--- config.mk ---
export PLATFORM = sky130hd
export DESIGN_NAME = e1000_rx_desc_ctrl
export DESIGN_NICKNAME = d
export VERILOG_FILES = /design/src/rtl/e1000_rx_pkg.sv /design/src/rtl/rx_desc_fifo.sv /design/src/rtl/e1000_rx_desc_ctrl.sv
export SDC_FILE = /design/constraint.sdc
export NUM_CORES = 1
export LEC_CHECK = 0
export CORE_AREA = 2 2 233 464
export CTS_CLUSTER_DIAMETER = 30
export DETAILED_ROUTE_END_ITERATION = 8
export DIE_AREA = 0 0 235 466
export PLACE_DENSITY_LB_ADDON = 0.1
export SYNTH_ARGS = -nofsm -noshare
export SYNTH_HDL_FRONTEND = slang
export SYNTH_HIERARCHICAL = 1
export SYNTH_SLANG_ARGS = --single-unit
--- constraint.sdc ---
create_clock -name aclk -period 7.7 [get_ports aclk]
set_input_delay 1.54 -clock aclk [delete_from_list [all_inputs] [get_ports aclk]]
set_output_delay 1.54 -clock aclk [all_outputs]
set_load 0.01 [all_outputs]
--- src/rtl/e1000_rx_pkg.sv ---
// Shared constants, FSM state types and ring-pointer helpers for the E1000 receive descriptor engine.
package e1000_rx_pkg;

  localparam int DESC_SIZE = 16;
  localparam int STAT_DD   = 0;
  localparam int STAT_EOP  = 1;

  localparam logic [1:0] RDMTS_HALF    = 2'd0;
  localparam logic [1:0] RDMTS_QUARTER = 2'd1;

  typedef enum logic [1:0] {
    FETCH_IDLE = 2'd0,
    FETCH_REQ  = 2'd1,
    FETCH_DATA = 2'd2
  } fetch_state_e;

  typedef enum logic {
    WB_IDLE = 1'b0,
    WB_BUSY = 1'b1
  } wb_state_e;

  // (a + b) mod n, for a < n and b <= n
  function automatic logic [15:0] ring_add(input logic [15:0] a, input logic [15:0] b,
                                           input logic [15:0] n);
    logic [16:0] s;
    s = {1'b0, a} + {1'b0, b};
    if (s >= {1'b0, n}) begin
      s = s - {1'b0, n};
    end else begin
      s = s;
    end
    return s[15:0];
  endfunction

  // (a - b) mod n, for a < n and b < n
  function automatic logic [15:0] ring_sub(input logic [15:0] a, input logic [15:0] b,
                                           input logic [15:0] n);
    logic [16:0] d;
    if (a >= b) begin
      d = {1'b0, a} - {1'b0, b};
    end else begin
      d = {1'b0, a} + {1'b0, n} - {1'b0, b};
    end
    return d[15:0];
  endfunction

  function automatic logic [15:0] rdmt_thresh(input logic [15:0] n, input logic [1:0] sel);
    logic [15:0] t;
    case (sel)
      RDMTS_HALF:    t = n >> 1;
      RDMTS_QUARTER: t = n >> 2;
      default:       t = n >> 3;
    endcase
    return t;
  endfunction

endpackage

--- src/rtl/rx_desc_fifo.sv ---
// Synchronous FIFO holding prefetched receive buffer addresses; i_flush empties it in one cycle.
module rx_desc_fifo #(
  parameter int DEPTH = 8,
  parameter int WIDTH = 64
) (
  input  logic                       i_clk,
  input  logic                       i_aresetn,
  input  logic                       i_flush,
  input  logic                       i_push,
  input  logic [WIDTH-1:0]           i_wr_data,
  input  logic                       i_pop,
  output logic [WIDTH-1:0]           o_rd_data,
  output logic                       o_empty,
  output logic [$clog2(DEPTH):0]     o_count
);

  localparam int AW = $clog2(DEPTH);
  localparam logic [AW-1:0] PTR_ONE = AW'(1);
  localparam logic [AW:0]   CNT_ONE = (AW + 1)'(1);
  localparam logic [AW:0]   CNT_MAX = (AW + 1)'(DEPTH);

  logic [WIDTH-1:0] r_mem [DEPTH];
  logic [AW-1:0]    r_wptr;
  logic [AW-1:0]    r_rptr;
  logic [AW:0]      r_count;
  logic             w_push_ok;
  logic             w_pop_ok;

  assign w_push_ok = i_push && (r_count != CNT_MAX);
  assign w_pop_ok  = i_pop && (r_count != '0);

  always_ff @(posedge i_clk) begin
    if (w_push_ok) begin
      r_mem[r_wptr] <= i_wr_data;
    end
  end

  always_ff @(posedge i_clk or negedge i_aresetn) begin
    if (!i_aresetn) begin
      r_wptr  <= '0;
      r_rptr  <= '0;
      r_count <= '0;
    end else if (i_flush) begin
      r_wptr  <= '0;
      r_rptr  <= '0;
      r_count <= '0;
    end else begin
      if (w_push_ok) r_wptr <= r_wptr + PTR_ONE;
      if (w_pop_ok)  r_rptr <= r_rptr + PTR_ONE;
      case ({w_push_ok, w_pop_ok})
        2'b10:   r_count <= r_count + CNT_ONE;
        2'b01:   r_count <= r_count - CNT_ONE;
        default: r_count <= r_count;
      endcase
    end
  end

  assign o_rd_data = r_mem[r_rptr];
  assign o_empty   = (r_count == '0);
  assign o_count   = r_count;

endmodule

--- src/rtl/e1000_rx_desc_ctrl.sv ---
// E1000 receive descriptor engine: ring prefetch, buffer hand-out, status write-back, RXT0/RXDMT0.
// Optional build macro: E1000_RXDMT_EN enables the RXDMT0 low-threshold interrupt.
module e1000_rx_desc_ctrl
  import e1000_rx_pkg::*;
#(
  parameter int FIFO_DEPTH = 8
) (
  input  logic         aclk,
  input  logic         aresetn,
  input  logic         en,
  input  logic [63:0]  rdba,
  input  logic [19:0]  rdlen,
  input  logic [15:0]  rdt,
  input  logic         rdh_wr,
  input  logic [15:0]  rdh_wdata,
  input  logic [1:0]   rdmts,
  output logic [15:0]  rdh,
  output logic         fetch_req,
  output logic [63:0]  fetch_addr,
  output logic [5:0]   fetch_cnt,
  input  logic         fetch_ack,
  input  logic         fd_valid,
  input  logic [127:0] fd_data,
  output logic         buf_valid,
  output logic [63:0]  buf_addr,
  input  logic         buf_ready,
  input  logic         cpl_valid,
  input  logic [15:0]  cpl_len,
  input  logic         cpl_eop,
  output logic         cpl_ready,
  output logic         wb_valid,
  output logic [63:0]  wb_addr,
  output logic [63:0]  wb_data,
  input  logic         wb_ready,
  output logic         intr_rxt0,
  output logic         intr_rxdmt0
);

  localparam int CW = $clog2(FIFO_DEPTH) + 1;

  fetch_state_e r_fstate, w_fstate_nxt;
  wb_state_e    r_wstate, w_wstate_nxt;
  logic [15:0]  r_fptr, r_head, r_out_cnt, w_out_nxt;
  logic [5:0]   r_fetch_cnt, r_beat_cnt;
  logic [63:0]  r_fetch_addr, r_wb_addr, r_wb_data;
  logic         r_fetch_req, r_discard, r_cpl_ready, r_wb_valid, r_wb_eop, r_intr_rxt0;
  logic [15:0]  w_n, w_unfetched, w_free, w_to_end, w_min_a, w_min;
  logic         w_fetch_go, w_last_beat, w_push, w_pop, w_cpl_acc, w_wb_hs, w_empty;
  logic [63:0]  w_fifo_data;
  logic [CW-1:0] w_fifo_count;
  logic [7:0]   w_status;
  logic         w_unused;

  assign w_n         = rdlen[19:4];
  assign w_unfetched = ring_sub(rdt, r_fptr, w_n);
  assign w_free      = 16'(FIFO_DEPTH) - 16'(w_fifo_count);
  assign w_to_end    = w_n - r_fptr;
  assign w_min_a     = (w_unfetched < w_free) ? w_unfetched : w_free;
  assign w_min       = (w_min_a < w_to_end) ? w_min_a : w_to_end;
  assign w_last_beat = ((r_beat_cnt + 6'd1) == r_fetch_cnt);
  assign w_push      = (r_fstate == FETCH_DATA) && fd_valid && en && !r_discard;
  assign buf_valid   = !w_empty;
  assign w_pop       = buf_ready && !w_empty;
  assign w_cpl_acc   = cpl_valid && r_cpl_ready;
  assign w_wb_hs     = r_wb_valid && wb_ready;
  assign w_out_nxt   = r_out_cnt + {15'h0, w_pop} - {15'h0, w_cpl_acc};

  rx_desc_fifo #(.DEPTH(FIFO_DEPTH), .WIDTH(64)) u_fifo (
    .i_clk     (aclk),
    .i_aresetn (aresetn),
    .i_flush   (!en),
    .i_push    (w_push),
    .i_wr_data (fd_data[63:0]),
    .i_pop     (w_pop),
    .o_rd_data (w_fifo_data),
    .o_empty   (w_empty),
    .o_count   (w_fifo_count)
  );

  // Fetch FSM next state; a burst is launched only when ring, FIFO and enable all allow it
  always_comb begin
    w_fstate_nxt = r_fstate;
    w_fetch_go   = 1'b0;
    case (r_fstate)
      FETCH_IDLE: begin
        if (en && (w_n != 16'h0) && (w_unfetched != 16'h0) && (w_free != 16'h0)) begin
          w_fstate_nxt = FETCH_REQ;
          w_fetch_go   = 1'b1;
        end else begin
          w_fstate_nxt = FETCH_IDLE;
        end
      end
      FETCH_REQ: begin
        if (fetch_ack) w_fstate_nxt = FETCH_DATA;
        else           w_fstate_nxt = FETCH_REQ;
      end
      FETCH_DATA: begin
        if (fd_valid && w_last_beat) w_fstate_nxt = FETCH_IDLE;
        else                         w_fstate_nxt = FETCH_DATA;
      end
      default: w_fstate_nxt = FETCH_IDLE;
    endcase
  end

  always_ff @(posedge aclk or negedge aresetn) begin
    if (!aresetn) begin
      r_fstate     <= FETCH_IDLE;
      r_fetch_req  <= 1'b0;
      r_fetch_cnt  <= 6'h0;
      r_fetch_addr <= 64'h0;
      r_beat_cnt   <= 6'h0;
      r_discard    <= 1'b0;
    end else begin
      r_fstate    <= w_fstate_nxt;
      r_fetch_req <= (w_fstate_nxt == FETCH_REQ);
      if (w_fetch_go) begin
        r_fetch_cnt  <= w_min[5:0];
        r_fetch_addr <= rdba + 64'(r_fptr) * 64'(DESC_SIZE);
        r_beat_cnt   <= 6'h0;
      end else if ((r_fstate == FETCH_DATA) && fd_valid) begin
        r_beat_cnt <= r_beat_cnt + 6'd1;
      end
      // A burst already requested must still be received after disable, but its beats are dropped
      if (r_fstate == FETCH_IDLE) r_discard <= 1'b0;
      else if (!en)               r_discard <= 1'b1;
    end
  end

  always_ff @(posedge aclk or negedge aresetn) begin
    if (!aresetn)                            r_fptr <= 16'h0;
    else if (!en && rdh_wr)                  r_fptr <= rdh_wdata;
    else if (!en && r_fstate == FETCH_IDLE)  r_fptr <= r_head;
    else if (w_push && w_last_beat)          r_fptr <= ring_add(r_fptr, {10'h0, r_fetch_cnt}, w_n);
  end

  // Write-back FSM next state and descriptor status byte
  always_comb begin
    w_wstate_nxt       = r_wstate;
    w_status           = 8'h00;
    w_status[STAT_DD]  = 1'b1;
    w_status[STAT_EOP] = cpl_eop;
    case (r_wstate)
      WB_IDLE: begin
        if (w_cpl_acc) w_wstate_nxt = WB_BUSY;
        else           w_wstate_nxt = WB_IDLE;
      end
      WB_BUSY: begin
        if (wb_ready) w_wstate_nxt = WB_IDLE;
        else          w_wstate_nxt = WB_BUSY;
      end
      default: w_wstate_nxt = WB_IDLE;
    endcase
  end

  always_ff @(posedge aclk or negedge aresetn) begin
    if (!aresetn) begin
      r_wstate    <= WB_IDLE;
      r_wb_valid  <= 1'b0;
      r_wb_addr   <= 64'h0;
      r_wb_data   <= 64'h0;
      r_wb_eop    <= 1'b0;
      r_head      <= 16'h0;
      r_out_cnt   <= 16'h0;
      r_cpl_ready <= 1'b0;
      r_intr_rxt0 <= 1'b0;
    end else begin
      r_wstate    <= w_wstate_nxt;
      r_wb_valid  <= (w_wstate_nxt == WB_BUSY);
      r_out_cnt   <= w_out_nxt;
      r_cpl_ready <= (w_wstate_nxt == WB_IDLE) && (w_out_nxt != 16'h0);
      r_intr_rxt0 <= w_wb_hs && r_wb_eop;
      if (w_cpl_acc) begin
        r_wb_addr <= rdba + 64'(r_head) * 64'(DESC_SIZE) + 64'd8;
        r_wb_data <= {16'h0, 8'h0, w_status, 16'h0, cpl_len};
        r_wb_eop  <= cpl_eop;
      end
      if (!en && rdh_wr) r_head <= rdh_wdata;
      else if (w_wb_hs)  r_head <= ring_add(r_head, 16'd1, w_n);
    end
  end

`ifdef E1000_RXDMT_EN
  logic [15:0] w_owned, w_thresh, r_owned_prev;
  logic        r_intr_rxdmt0;

  assign w_owned  = ring_sub(rdt, r_head, w_n);
  assign w_thresh = rdmt_thresh(w_n, rdmts);

  // Pulse only on the falling crossing of the threshold
  always_ff @(posedge aclk or negedge aresetn) begin
    if (!aresetn) begin
      r_owned_prev  <= 16'h0;
      r_intr_rxdmt0 <= 1'b0;
    end else begin
      r_owned_prev  <= w_owned;
      r_intr_rxdmt0 <= (r_owned_prev >= w_thresh) && (w_owned < w_thresh);
    end
  end

  assign intr_rxdmt0 = r_intr_rxdmt0;
`else
  logic w_unused_rdmts;
  assign w_unused_rdmts = ^rdmts;
  assign intr_rxdmt0    = 1'b0;
`endif

  always_comb begin
    if (!w_empty) buf_addr = w_fifo_data;
    else          buf_addr = 64'h0;
  end

  assign w_unused   = ^{fd_data[127:64], rdlen[3:0], w_min[15:6]};
  assign rdh        = r_head;
  assign fetch_req  = r_fetch_req;
  assign fetch_addr = r_fetch_addr;
  assign fetch_cnt  = r_fetch_cnt;
  assign cpl_ready  = r_cpl_ready;
  assign wb_valid   = r_wb_valid;
  assign wb_addr    = r_wb_addr;
  assign wb_data    = r_wb_data;
  assign intr_rxt0  = r_intr_rxt0;

endmodule

-- Word-level counts from Yosys, hierarchy flattened
Memories as Yosys holds them, arrays and structs flattened.
Index checks and enable logic that the tools add are counted.
- $add $sub $neg: 19
- multipliers: 0
- div/mod/pow operators: 0
- order comparisons: 5
- eq/ne operators: 11
- shifts and indexed selects: 0
- muxes and demuxes: 32
- bitwise logic cells: 2
- reduce and logical (&&, ||, !) cells: 30
- operator list (operator ; count):
    $mux W16 ; 9
    $add A64 B20 Y64 ; 2
    $sub A16 B16 Y16 ; 5
    $add A64 B4 Y64 const B ; 1
    $mux W64 ; 1
    $reduce_bool A16 Y1 ; 4
    $ge A17 B16 Y1 ; 2
    $lt A16 B16 Y1 ; 2
    $mux W6 ; 3
    $add A16 B1 Y17 const B ; 1
    $add A16 B6 Y17 ; 1
    $logic_and A1 B1 Y1 ; 17
    $add A16 B1 Y16 ; 1
    $add A16 B16 Y16 ; 1
    $ge A16 B16 Y1 ; 1
    $sub A16 B1 Y16 ; 1
    $mux W3 ; 4
    $mux W1 ; 9
    $pmux W4 S2 ; 1
    $add A3 B1 Y3 const B ; 2
    $add A6 B1 Y6 const B ; 1
    $eq A2 B1 Y1 const B ; 3
    $eq A6 B6 Y1 ; 1
    $ne A2 B1 Y1 const B ; 3
    other kinds (17) ; 23
- bits in registers: 224
- latch bits: 0
- bits in writable memories: 512
- bits in read-only memories: 0
- input bits: 272
- logic and storage cells: 118
- memories kept: 1
- memory list (name ; depth ; bits a word ; rd ports ; clocked after memory_dff ; write ports ; RTL line ; RTL):
    u_fifo.r_mem ; 8 ; 64 ; 1 ; 0 ; 1 ; rx_desc_fifo.sv:22 ; logic [WIDTH-1:0] r_mem [DEPTH];

-- Logic depth before layout (Yosys ltp)
- word-level depth: 9
- mapped depth: 34
- gate-level depth less buffers: 32

-- By module
Netlist, hierarchy kept.
- by module, submodules not included (module ; instances ; cells each ; area an instance (um^2) ; sequential area each (um^2)):
    rx_desc_fifo ; 1 ; 816 ; 19826.5 ; 15625.0
    e1000_rx_desc_ctrl ; 1 ; 2279 ; 19028.2 ; 5330.1

-- Worst setup path before layout
Ideal clock, no wire load.
- path kind: input -> register
- from: in rdlen[5]
- to: reg r_fetch_cnt[3] (netlist: fetch_cnt[3])
- library setup time: 128 ps
- arrival time: 8054 ps
- required time: 7572 ps
- setup slack: -482 ps
- stages: 33
- buffers on the path: 2
- cells stage by stage: inv_1 -> fa_1 -> inv_1 -> ha_1 -> a211oi_1 -> o21bai_1 -> a211oi_1 -> o31ai_1 -> xnor2_1 -> nor2_1 -> a21oi_1 -> inv_1 -> ha_1 -> a21o_1 -> a21o_1 -> a21o_1 -> a211oi_1 -> o21a_1 -> o31a_1 -> clkbuf_1 -> buf_1 -> a21oi_1 -> ha_1 -> a21o_1 -> a21o_1 -> a21o_1 -> a21o_1 -> a211oi_1 -> o21ai_0 -> nor4_1 -> a21oi_1 -> mux2_2 -> mux2_1
- word-level cells in the longest chain between the ends: 8
- elaborated cells on any way between the ends: 15
- those cells by class: add/sub: 3; order compare: 2; mux: 5; reduce/logical: 5
- ends and longest elaborated chain (item ; RTL line ; RTL):
    from (decl) ; e1000_rx_desc_ctrl.sv:12 ; input logic [19:0] rdlen,
    branches (longest 8 deep; another with $add A16 B16 Y16) ; n/a ;
    to (signal assigned) ; e1000_rx_desc_ctrl.sv:117 ; r_fetch_cnt <= w_min[5:0];
    to (decl) ; e1000_rx_desc_ctrl.sv:44 ; logic [5:0] r_fetch_cnt, r_beat_cnt;
Several ways; the timed one is not identified.
A chain may end at the register's enable or synchronous reset.

-- Worst setup path after layout
- from: in rdt[1]
- to: reg r_fetch_cnt[3] (netlist: fetch_cnt[3])
- word-level cells in the longest chain between the ends: 8
- elaborated cells on any way between the ends: 14
- those cells by class: add/sub: 3; order compare: 3; mux: 5; reduce/logical: 3
- ends and longest elaborated chain (item ; RTL line ; RTL):
    from (decl) ; e1000_rx_desc_ctrl.sv:13 ; input logic [15:0] rdt,
    $add A16 B16 Y16 ; e1000_rx_pkg.sv:42 ; d = {1'b0, a} + {1'b0, n} - {1'b0, b};
    $sub A16 B16 Y16 ; e1000_rx_pkg.sv:42 ;
    $mux W16 * ; e1000_rx_pkg.sv:39 ; if (a >= b) begin
    branches (longest 5 deep; another with $lt A16 B16 Y1) ; n/a ;
Every way passes the cells marked *.

==> out/qor.csv <==
metric,value,unit
outcome,"finished, final reports clean",
ys_async_sr_fraction,0.3034,
start_util,0.3668,
worst_setup_path_end_kind,flop,
grtUsageTotal,0.2145,
synthFlopType,edfxtp_1,
clkSinkCount,735,
holdPathEnd,wb_addr[6]$_DFFE_PN0P_,
overflow,0,
critical_path.top_delay_family,compound AO/OA/AOI/OAI gates,
cts_max_level,3,
min_path_cells,2,
die_area,109500,sq um
io_buffer_count,438,
routed_wl,117900,microns
vdd_ir_drop_max,0.0002298,V
hp-start,wb_addr[6]$_DFFE_PN0P_,
critPathMaxFanout,4,
die_h,466,microns
synth_top_cell_by_area,edfxtp_1,
dp_hpwl,83760,microns
cts_root_buf,clkbuf_16,
fill_cells,9492,
slowest_stage,fa_1,
p_seq_frac,0.267,
syn_avg_cell_area,12.55,sq um
antenna_left,0,
finalSetupViolations,0,
reg2reg_to,fetch_cnt[3]$_DFFE_PN0P_,
period_share,0.9604,
ys_types,76,
cts_tree,yes,
synthesis.area,38850,sq um
final_nets,4191,
power_frac_comb,0.484,
tightest_slew,1.187,ns
design_area,49950,sq um
fp.coreArea,105900,sq um
min_path_type,flop to flop,
synth.area.top_cells,"edfxtp_1 40%, dfrtp_1 14%, mux4_2 7.4%",
drc,0,
slew_viol_final,0,
ys_top_cells_by_count,"512 x edfxtp_1, 251 x nand2_1, 223 x dfrtp_1",
antenna_found_initial,9,
fin_crit,7.395,ns
numCtsBuffers,105,
p_per_area,400.8,nW/um^2
max_freq,0.1352,GHz
first_pass_iters,5,
p_clk_frac,0.249,
area_growth,28.56,%
critPathRequiredTime,8.29,ns
critPathKind,primary input to flop,
crit_start,rdt[1],
clockBufferDepth,3,
grt_max_degree,140,
r2r_start,r_fptr[1]$_DFFE_PN0P_,
synth_top_area_share,0.3957,
synth_seq_cells,735,
p_leak,19.00,nW
clk_latency,0.70,ns
r2r_cells,31,
fin_skew,0.02128,ns
crit_path_frequent_cell,a21o_1,
cp_num_buf_inv,6,
grt_pass1_wl,178900,microns
drive_gt1_frac,0.1894,
p_int,12.45,mW
gp_congestion,0.9144,
crit_arrival,7.98,ns
post-place-ws,-1.024,ns
maxCapViolations,0,
dr.first_iter.drc_count,1217,
core.rowCount,169,
relSlewSlack,0.1989,
p_switching,7.570,mW
die_w,235,microns
switching_share,0.3781,
ys_warn_count,6,
slowest_delay,0.54,ns
yosysMostFrequentCell,edfxtp_1,
place_area,45990,sq um
dr_total_vias,27100,
yosysSeqAreaShare,0.5393,
first_global_vias,29320,
path_clk_slew,0.06,ns
critPathLaunchType,primary input,
synth_edf_count,512,
avgRoutedWirePerCell,22.74,microns
io_pins,556,
timing.final.ws_setup,0.3049,ns
hold_viol,0,
reg2reg_slack,0.84,ns
syn_inst,3095,
viasPerCell,5.225,
==> flip-flops by register name, summed over array words and instances (netlist names), 4 cells and up <==
name,flops
wb_addr,64
u_fifo/o_count,4
fetch_addr,64
fetch_cnt,6
r_beat_cnt,6
r_out_cnt,16
rdh,16
wb_data,17
r_fptr,16
u_fifo/r_mem,512
==> layer usage <==
metal	track usage	part of all wire	vias up
met4	0.09964	0.046	12
met2	0.3977	0.53	772
met5	0	0.00066	-
li1	-	-	12610
met3	0.04430	0.056	223
met1	0.2322	0.37	13490
==> power by group through the flow <==
stage | clock network, mW | logic (mW) | registers (mW)
after floorplan | 0 | 5.41 | 5.44
after global placement | 0 | 9.28 | 5.39
after detailed placement | 0 | 9.40 | 5.42
after CTS | 5.11 | 9.57 | 5.34
after global routing | 5.28 | 10.7 | 5.41
final | 4.99 | 9.69 | 5.34
==> stage by stage <==
step | utilization | setup TNS [ns] | cells | hold WS (ns) | power (mW)
final | 0.4715 | 0 | 5186 | 0.4756 | 20.02
after global routing | 0.4714 | -0.01033 | 5180 | 0.4974 | 21.34
after CTS | 0.4695 | 0 | 5176 | 0.4794 | 20.02
after detailed placement | 0.4341 | -5.407 | 4980 | 0.4658 | 14.81
after global placement | 0.4341 | -4.613 | 4980 | 0.4522 | 14.66
after floorplan | - | 0 | 3141 | 0.4619 | 10.85
==> how the worst max path moves through the flow <==
stage	cells after the start	slack, ns	endpoint
after global routing	31	-0.01	fetch_cnt[3]$_DFFE_PN0P_
after detailed placement	34	-1.02	fetch_cnt[3]$_DFFE_PN0P_
after global placement	34	-0.89	fetch_cnt[4]$_DFFE_PN0P_
after floorplan	33	0.02	fetch_cnt[3]$_DFFE_PN0P_
after CTS	34	0.03	fetch_cnt[4]$_DFFE_PN0P_
final	35	0.30	fetch_cnt[3]$_DFFE_PN0P_
==> worst reg2reg max path: cells and delay by family, from the launching register on <==
kind | cells | cell delay, ns
compound gates | 19 | 3.62
fa+ha+maj | 3 | 0.89
buf+inv | 4 | 0.68
flops | 1 | 0.59
mux | 2 | 0.58
simple gates | 3 | 0.39
==> layout by cell type, fill, tap and decap left out, drive strengths merged, types with 11 or more instances in the layout <==
master / Yosys / final
a211oi: 31 / 31
a21boi: 11 / 11
a21o: 44 / 44
a21oi: 118 / 118
a31oi: 14 / 14
and2: 18 / 18
and3: 27 / 27
buf: 84 / 200
bufinv: 0 / 14
clkbuf: 75 / 113
clkdlybuf4s50: 0 / 425
clkinv: 1 / 28
clkinvlp: 0 / 16
conb: 1 / 47
dfrtp: 223 / 223
edfxtp: 512 / 512
fa: 23 / 23
ha: 170 / 170
inv: 165 / 189
mux2: 136 / 136
mux2i: 31 / 31
mux4: 128 / 128
nand2: 251 / 251
nand2b: 29 / 29
nand3: 67 / 67
nand4: 33 / 33
nor2: 188 / 188
nor2b: 88 / 88
nor3: 51 / 51
nor4: 15 / 15
o211ai: 15 / 15
o21a: 15 / 15
o21ai: 143 / 143
o21bai: 13 / 13
o31ai: 23 / 23
or3: 14 / 14
xnor2: 137 / 137
xor2: 91 / 91
==> timing repair <==
item,4_1_cts,5_1_grt
endpoints found under the hold margin,0,0
pin swaps,8,25
gates resized for setup,9,45
setup buffers,4,5
hold buffers,0,0
setup endpoints to repair,5,5
==> logic make-up after synthesis <==
kind of cell / synth area share
buf+inv: 0.03726
fa+ha+maj: 0.06659
compound gates: 0.08186
xor+xnor: 0.05139
other cells: 0.00009651
mux: 0.1216
simple gates: 0.1019
flops: 0.5393
==> area by class of cell <==
cell class | count | area [sq um] | share of cell area
timing repair buffer | 637 | 5978 | 0.1197
multi-input combinational | 2081 | 16970 | 0.3396
sequential | 735 | 20970 | 0.4197
inverter | 166 | 626.9 | 0.01255
tap | 1368 | 1712 | 0.03427
clock buffer | 112 | 2674 | 0.05353
clock inverter | 81 | 1016 | 0.02034
antenna | 6 | 15.01 | 0.0003006
Power figures use the tool's default switching activity.
